### src/rtl/hazard_unit.sv
// hazard_unit: stall and D-stage forwarding control for the five-stage MIPS core.
//
// Tracks the destination register and remaining result latency (Tnew) of the
// instructions in E, M and W, and compares them against the operand need-times
// (Tuse) of the instruction sitting in D.
//
// Optional feature: define HAZARD_MD_EN to add the mult/div busy counter and
// its stall term. Without it the md_* ports and MD_* parameters are ignored.
//
// Handshake: there is no valid/ready pair here. stall is a combinational
// request to datapath; en_pc and en_fd are its complement, and a stalled cycle
// inserts a bubble into D/E in both datapath and this scoreboard.
module hazard_unit #(
  parameter int MD_MULT_CYC = 5,
  parameter int MD_DIV_CYC  = 10
) (
  input  logic       clk,
  input  logic       rst,
  input  logic [4:0] rs_d,
  input  logic [4:0] rt_d,
  input  logic [1:0] tuse_rs_d,
  input  logic [1:0] tuse_rt_d,
  input  logic [4:0] a3_d,
  input  logic [1:0] tnew_d,
  input  logic       md_start_d,
  input  logic       md_div_d,
  input  logic       md_use_d,
  output logic       stall,
  output logic       en_pc,
  output logic       en_fd,
  output logic [1:0] fwd_rs_d,
  output logic [1:0] fwd_rt_d
);

  localparam logic [1:0] TUSE_NONE = 2'd3;
  localparam logic [1:0] FWD_RF    = 2'd0;
  localparam logic [1:0] FWD_M     = 2'd1;
  localparam logic [1:0] FWD_W     = 2'd2;

  // Scoreboard of in-flight producers
  logic [4:0] a3_e;
  logic [4:0] a3_m;
  logic [4:0] a3_w;
  logic [1:0] tnew_e;
  logic [1:0] tnew_m;

  logic       conflict_rs;
  logic       conflict_rt;
  logic       md_stall;

  // A source operand must wait if a younger producer cannot deliver in time.
  function automatic logic conflict_of(
    input logic [4:0] src,
    input logic [1:0] tuse,
    input logic [4:0] e_a3,
    input logic [1:0] e_tnew,
    input logic [4:0] m_a3,
    input logic [1:0] m_tnew
  );
    logic hit;
    hit = 1'b0;
    if ((src != 5'd0) && (tuse != TUSE_NONE)) begin
      if ((src == e_a3) && (e_tnew > tuse)) hit = 1'b1;
      if ((src == m_a3) && (m_tnew > tuse)) hit = 1'b1;
    end
    return hit;
  endfunction

  // M has priority over W because it holds the younger producer. E is never a
  // source: a Tnew=0 value in E is picked up from M one cycle later.
  function automatic logic [1:0] fwd_of(
    input logic [4:0] src,
    input logic [4:0] m_a3,
    input logic [1:0] m_tnew,
    input logic [4:0] w_a3
  );
    logic [1:0] sel;
    sel = FWD_RF;
    if ((src != 5'd0) && (src == m_a3) && (m_tnew == 2'd0)) sel = FWD_M;
    else if ((src != 5'd0) && (src == w_a3)) sel = FWD_W;
    return sel;
  endfunction

  // Per-operand conflict detection and overall stall/enable generation
  always_comb begin
    conflict_rs = conflict_of(rs_d, tuse_rs_d, a3_e, tnew_e, a3_m, tnew_m);
    conflict_rt = conflict_of(rt_d, tuse_rt_d, a3_e, tnew_e, a3_m, tnew_m);
    stall       = conflict_rs | conflict_rt | md_stall;
    en_pc       = ~stall;
    en_fd       = ~stall;
  end

  // D-stage comparator forwarding selects
  always_comb begin
    fwd_rs_d = fwd_of(rs_d, a3_m, tnew_m, a3_w);
    fwd_rt_d = fwd_of(rt_d, a3_m, tnew_m, a3_w);
  end

  // Scoreboard advance: a stall turns the D->E slot into a bubble
  always_ff @(posedge clk) begin
    if (!rst) begin
      a3_e   <= 5'd0;
      tnew_e <= 2'd0;
      a3_m   <= 5'd0;
      tnew_m <= 2'd0;
      a3_w   <= 5'd0;
    end else begin
      if (stall) begin
        a3_e   <= 5'd0;
        tnew_e <= 2'd0;
      end else begin
        a3_e   <= a3_d;
        tnew_e <= tnew_d;
      end
      a3_m   <= a3_e;
      tnew_m <= (tnew_e == 2'd0) ? 2'd0 : (tnew_e - 2'd1);
      a3_w   <= a3_m;
    end
  end

`ifdef HAZARD_MD_EN
  logic [3:0] md_cnt;
  logic       md_start_e;
  logic       md_div_e;

  // Mult/div in E loads the busy counter; otherwise it counts down to zero
  always_ff @(posedge clk) begin
    if (!rst) begin
      md_cnt     <= 4'd0;
      md_start_e <= 1'b0;
      md_div_e   <= 1'b0;
    end else begin
      if (stall) begin
        md_start_e <= 1'b0;
        md_div_e   <= 1'b0;
      end else begin
        md_start_e <= md_start_d;
        md_div_e   <= md_div_d;
      end
      if (md_start_e) md_cnt <= md_div_e ? 4'(MD_DIV_CYC) : 4'(MD_MULT_CYC);
      else if (md_cnt != 4'd0) md_cnt <= md_cnt - 4'd1;
    end
  end

  // HI/LO users wait while the unit is busy or a start is still in E
  always_comb begin
    md_stall = md_use_d & ((md_cnt != 4'd0) | md_start_e);
  end
`else
  logic unused_md;
  localparam int UNUSED_MD_CYC = MD_MULT_CYC + MD_DIV_CYC;

  // No mult/div unit in this build: no extra stall source
  always_comb begin
    md_stall  = 1'b0;
    unused_md = ^{md_start_d, md_div_d, md_use_d, UNUSED_MD_CYC[0]};
  end
`endif

endmodule

### config.mk
export PLATFORM = sky130hd
export DESIGN_NAME = hazard_unit
export DESIGN_NICKNAME = d
export VERILOG_FILES = /design/src/rtl/hazard_unit.sv
export SDC_FILE = /design/constraint.sdc
export NUM_CORES = 1
export LEC_CHECK = 0
export CORE_UTILIZATION = 45
export CTS_BUF_LIST = sky130_fd_sc_hd__clkbuf_4 sky130_fd_sc_hd__clkbuf_8
export CTS_CLUSTER_DIAMETER = 40
export DETAILED_ROUTE_END_ITERATION = 10
export GPL_TIMING_DRIVEN = 1
export PLACE_DENSITY = 0.78
export SLEW_MARGIN = 20
export SYNTH_ARGS = -nofsm -noshare
export SYNTH_HDL_FRONTEND = slang
export SYNTH_SLANG_ARGS = --single-unit
### constraint.sdc
create_clock -name clk -period 2.1 [get_ports clk]
set_clock_uncertainty 0.15 [all_clocks]
set_input_delay 0.315 -clock clk [delete_from_list [all_inputs] [get_ports clk]]
set_output_delay 0.315 -clock clk [all_outputs]
set_load 0.01 [all_outputs]
==> results.txt <==
* Std cell rows: 18
* Largest voltage drop on the vdd net: 436.7 uV
- The worst setup path is captured at a primary output.
- The run finished, with violations left.
* Post-Place Worst Slack: -955.5 ps
- Endpoints failing setup: 6
* Max Fanout on Critical Path: 2
- Layout-stage area growth over the synthesis result: 57.48%
* Areal power density over the cells: 444.8 nW/um^2
- Violated checks: negative setup slack
- Net count of the finished layout: 232
- Leakage Power: 0.8766 nW
- At the worst endpoint, the arrival time is 1960 ps.
* Final weighted congestion in routability-driven placement: 0.8720
- Total number of yosys warnings: 0
* Startpoint type of the worst setup path: input port
- Total routed wirelength: 3503 um
* First-pass GRT wire length: 4781 um
- Timing would allow up to 411.9 MHz.
- 0 antenna diodes ended up in the layout.
* RSZ-0062 raised after global routing: yes
- Transition time at the pin with the least slew margin: 552.1 ps
* Class of the tightest hold or removal check: reg -> reg
- Max-cap violations in this run came to 0.
* H-tree levels: 1
- Switching Share: 0.3069
* Worst R2R Setup Slack: 130 ps
* WP data required: 1630 ps
* DRC violations left: 0
- The internal power of the cells totals 0.5972 mW.
* Post-route cell area: 1937 um^2
- Largest net degree at the start of global routing: 19
- For this run the aggregate overflow at the end of global routing stands at 0.
- In this run the vertical extent of the chip is 54.28 um.
- After synthesis, the netlist uses 25 different library cells.
- Category of the critical setup timing path: in -> out
- Number of antenna violations at the first check in global routing: 0
- Count of routing violations after the opening detailed-route iteration: 17
* Clock network fraction of total power: 0.227
* CTS Sinks: 19
- The share of total power dissipated in sequential elements is 0.460.
- Clock-pin slew was measured on the worst setup and hold paths at 110 ps.
- CTS Buffer Depth: 2
- Number of flip-flops and latches in the synthesized netlist: 19
- Syn nets: 170
* Final worst path period need: 2428 ps
* Cells after synthesis: 135
* Synth Cell Area: 1230 um^2
- Of the post-synthesis cell area, the dominant cell type holds 0.3093.
- For this design, the CTS-stage hold fixing added 0 buffers.
* Placed wire-length estimate after detailed placement: 2480 um
- Hold Fails Final Rpt: 0
- The die is 54.28 um wide.
* Num ports: 33
- Measured against its own limit, the worst slew margin works out to 0.6308.
* 1st-pass router iterations: 4
- Of the cells placed in the final design, the portion with a size suffix greater than 1 is 0.4337.
- During placement, the flow inserted port buffers numbering 29.
* Portion of total power attributed to combinational logic: 0.313
- Post-detailed-route via-to-cell ratio: 5.133
* Remaining number of nets flagged by the antenna check after routing: 0
- Overall power consumption after layout is estimated at 0.8616 mW.
- Dominant cell type by area after synthesis: sky130_fd_sc_hd__dfxtp_1
- All-layer global routing usage: 0.2385
- Setup slack on the critical path of the routed design comes to -327.9 ps.
* Initial Utilization: 0.4876
- In this run the cell area measured after placement is 1738 um^2.
- Clock tree synthesis selected as its root buffer the cell sky130_fd_sc_hd__clkbuf_4.
- CTS tree: built
* NetSw: 0.2644 mW
* Floorplan core area: 2522 um^2
- In the final routed layout, each cell accounts on average for 15.50 um.
- TritonCTS Buffers: 3
- By area the synthesized netlist is led by sky130_fd_sc_hd__dfxtp_1 (31%), sky130_fd_sc_hd__xnor2_1 (12%), sky130_fd_sc_hd__xor2_1 (9.3%).
- Clock latency on the worst-skew pair, taken at its later pin, is 310 ps.
- Max-slew violation count: 0
- On the final layout, the worst hold slack is 293.7 ps.
- Number of global-route vias before repair: 1083
- The average instance in the mapped netlist occupies 9.111 um^2.
- Of the available clock period, the critical path in the final layout requires 1.156.
* Register area share after synthesis: 0.3093
- Die Outline Area: 2946 um^2
- Routed vias: 1160
-- kinds of logic (layout without fill, tap and decap cells) --
| logic type | count (synthesis) | after routing | synth area share |
|---|---|---|---|
| AO/OA/AOI/OAI | 10 | 10 | 0.06308 |
| XOR/XNOR | 30 | 30 | 0.2136 |
| adder cells (fa/ha/maj) | 9 | 9 | 0.09156 |
| buffers and inverters | 11 | 72 | 0.04273 |
| flip-flops | 19 | 19 | 0.3093 |
| AND/OR/NAND/NOR | 56 | 56 | 0.2797 |
-- per-layer routing --
layer,GRT usage,vias to the layer above,part of all wire
met5,0,-,0
met4,0.1410,0,0.026
met3,0.02500,6,0.031
met2,0.4045,32,0.53
met1,0.2886,544,0.42
li1,-,578,-
-- power groups by stage --
stage	logic (mW)	clock network (mW)	registers [mW]
4_1_cts	0.241	0.197	0.396
3_3_place_gp	0.221	0	0.402
3_5_place_dp	0.230	0	0.403
6_report	0.270	0.195	0.397
5_1_grt	0.291	0.209	0.400
2_1_floorplan	0.112	0	0.400
-- what timing repair did --
item                                    CTS  global route
endpoints found under the setup margin   14             9
setup buffers                             6             2
pin swaps                                16            15
gates resized for setup                  75            20
-- sequential cells by signal (all words and copies together), names as in the netlist --
| name | flops |
|---|---|
| a3_e | 5 |
| a3_w | 5 |
| tnew_e | 2 |
| a3_m | 5 |
| tnew_m | 2 |
-- cells in the final DEF, fill, tap and decap left out, types with 3 or more instances in the layout --
cell type / instances
sky130_fd_sc_hd__buf_6: 8
sky130_fd_sc_hd__dfxtp_2: 4
sky130_fd_sc_hd__nor3b_2: 7
sky130_fd_sc_hd__nand3_1: 5
sky130_fd_sc_hd__nor2_1: 5
sky130_fd_sc_hd__dfxtp_1: 13
sky130_fd_sc_hd__buf_2: 6
sky130_fd_sc_hd__clkdlybuf4s50_1: 8
sky130_fd_sc_hd__ha_1: 7
sky130_fd_sc_hd__a21oi_1: 3
sky130_fd_sc_hd__dlygate4sd2_1: 6
sky130_fd_sc_hd__buf_4: 26
sky130_fd_sc_hd__xor2_1: 12
sky130_fd_sc_hd__and2_1: 10
sky130_fd_sc_hd__nand2_1: 11
sky130_fd_sc_hd__xnor2_1: 14
sky130_fd_sc_hd__inv_1: 5
sky130_fd_sc_hd__xnor2_2: 3
sky130_fd_sc_hd__clkbuf_4: 3
-- final timing paths --
path | from | endpoint | cells after the start
max reg2reg | tnew_e[1] | tnew_e[1] | 8
max | rt_d[1] | en_fd | 8
min | tnew_e[0] | tnew_m[0] | 1
min reg2reg | tnew_e[0] | tnew_m[0] | 1
-- Yosys cell counts --
master and count:
sky130_fd_sc_hd__dfxtp_1 19, sky130_fd_sc_hd__xnor2_1 17, sky130_fd_sc_hd__xor2_1 13, sky130_fd_sc_hd__nand2_1 12, sky130_fd_sc_hd__and2_1 10, sky130_fd_sc_hd__ha_1 9
sky130_fd_sc_hd__inv_1 7, sky130_fd_sc_hd__nor3b_2 7, sky130_fd_sc_hd__nor2_1 6, sky130_fd_sc_hd__nand3_1 5, sky130_fd_sc_hd__nor3_1 5, sky130_fd_sc_hd__a21oi_1 3
sky130_fd_sc_hd__nor2b_1 3, sky130_fd_sc_hd__nor4_1 3, sky130_fd_sc_hd__clkbuf_1 2, sky130_fd_sc_hd__nand2b_1 2, sky130_fd_sc_hd__o2111ai_1 2, sky130_fd_sc_hd__o21ai_2 2
sky130_fd_sc_hd__or4_1 2, sky130_fd_sc_hd__a2111o_1 1, sky130_fd_sc_hd__a211o_1 1, sky130_fd_sc_hd__a211oi_1 1, sky130_fd_sc_hd__buf_4 1, sky130_fd_sc_hd__buf_6 1
sky130_fd_sc_hd__or4_4 1
-- layout make-up --
cell class	count	area (um^2)
flip-flops and latches	19	392.9
repair buffers	61	513.0
clock buffers	3	22.52
inverters	7	26.28
clock inverters	1	5.005
fillers	159	585.6
multi-input cells	105	939.7
well taps	30	37.54
-- through the flow --
| step | instances | TNS [ps] | utilization |
|---|---|---|---|
| after floorplan | 135 | -101.0 | - |
| after global placement | 216 | -7679 | 0.6890 |
| after detailed placement | 216 | -8534 | 0.6890 |
| after CTS | 226 | -1047 | 0.7376 |
| after global routing | 226 | -1601 | 0.7679 |
| final | 226 | -1154 | 0.7679 |
-- worst max-delay path, cell delays in order --
cell,delay (ps)
sky130_fd_sc_hd__dlygate4sd2_1,250
sky130_fd_sc_hd__or4_4,450
sky130_fd_sc_hd__o21ai_4,180
sky130_fd_sc_hd__a211oi_2,70
sky130_fd_sc_hd__a211o_1,340
sky130_fd_sc_hd__buf_6,140
sky130_fd_sc_hd__nor2b_4,120
sky130_fd_sc_hd__buf_6,110
No activity file was read; power rests on OpenSTA's default activity.
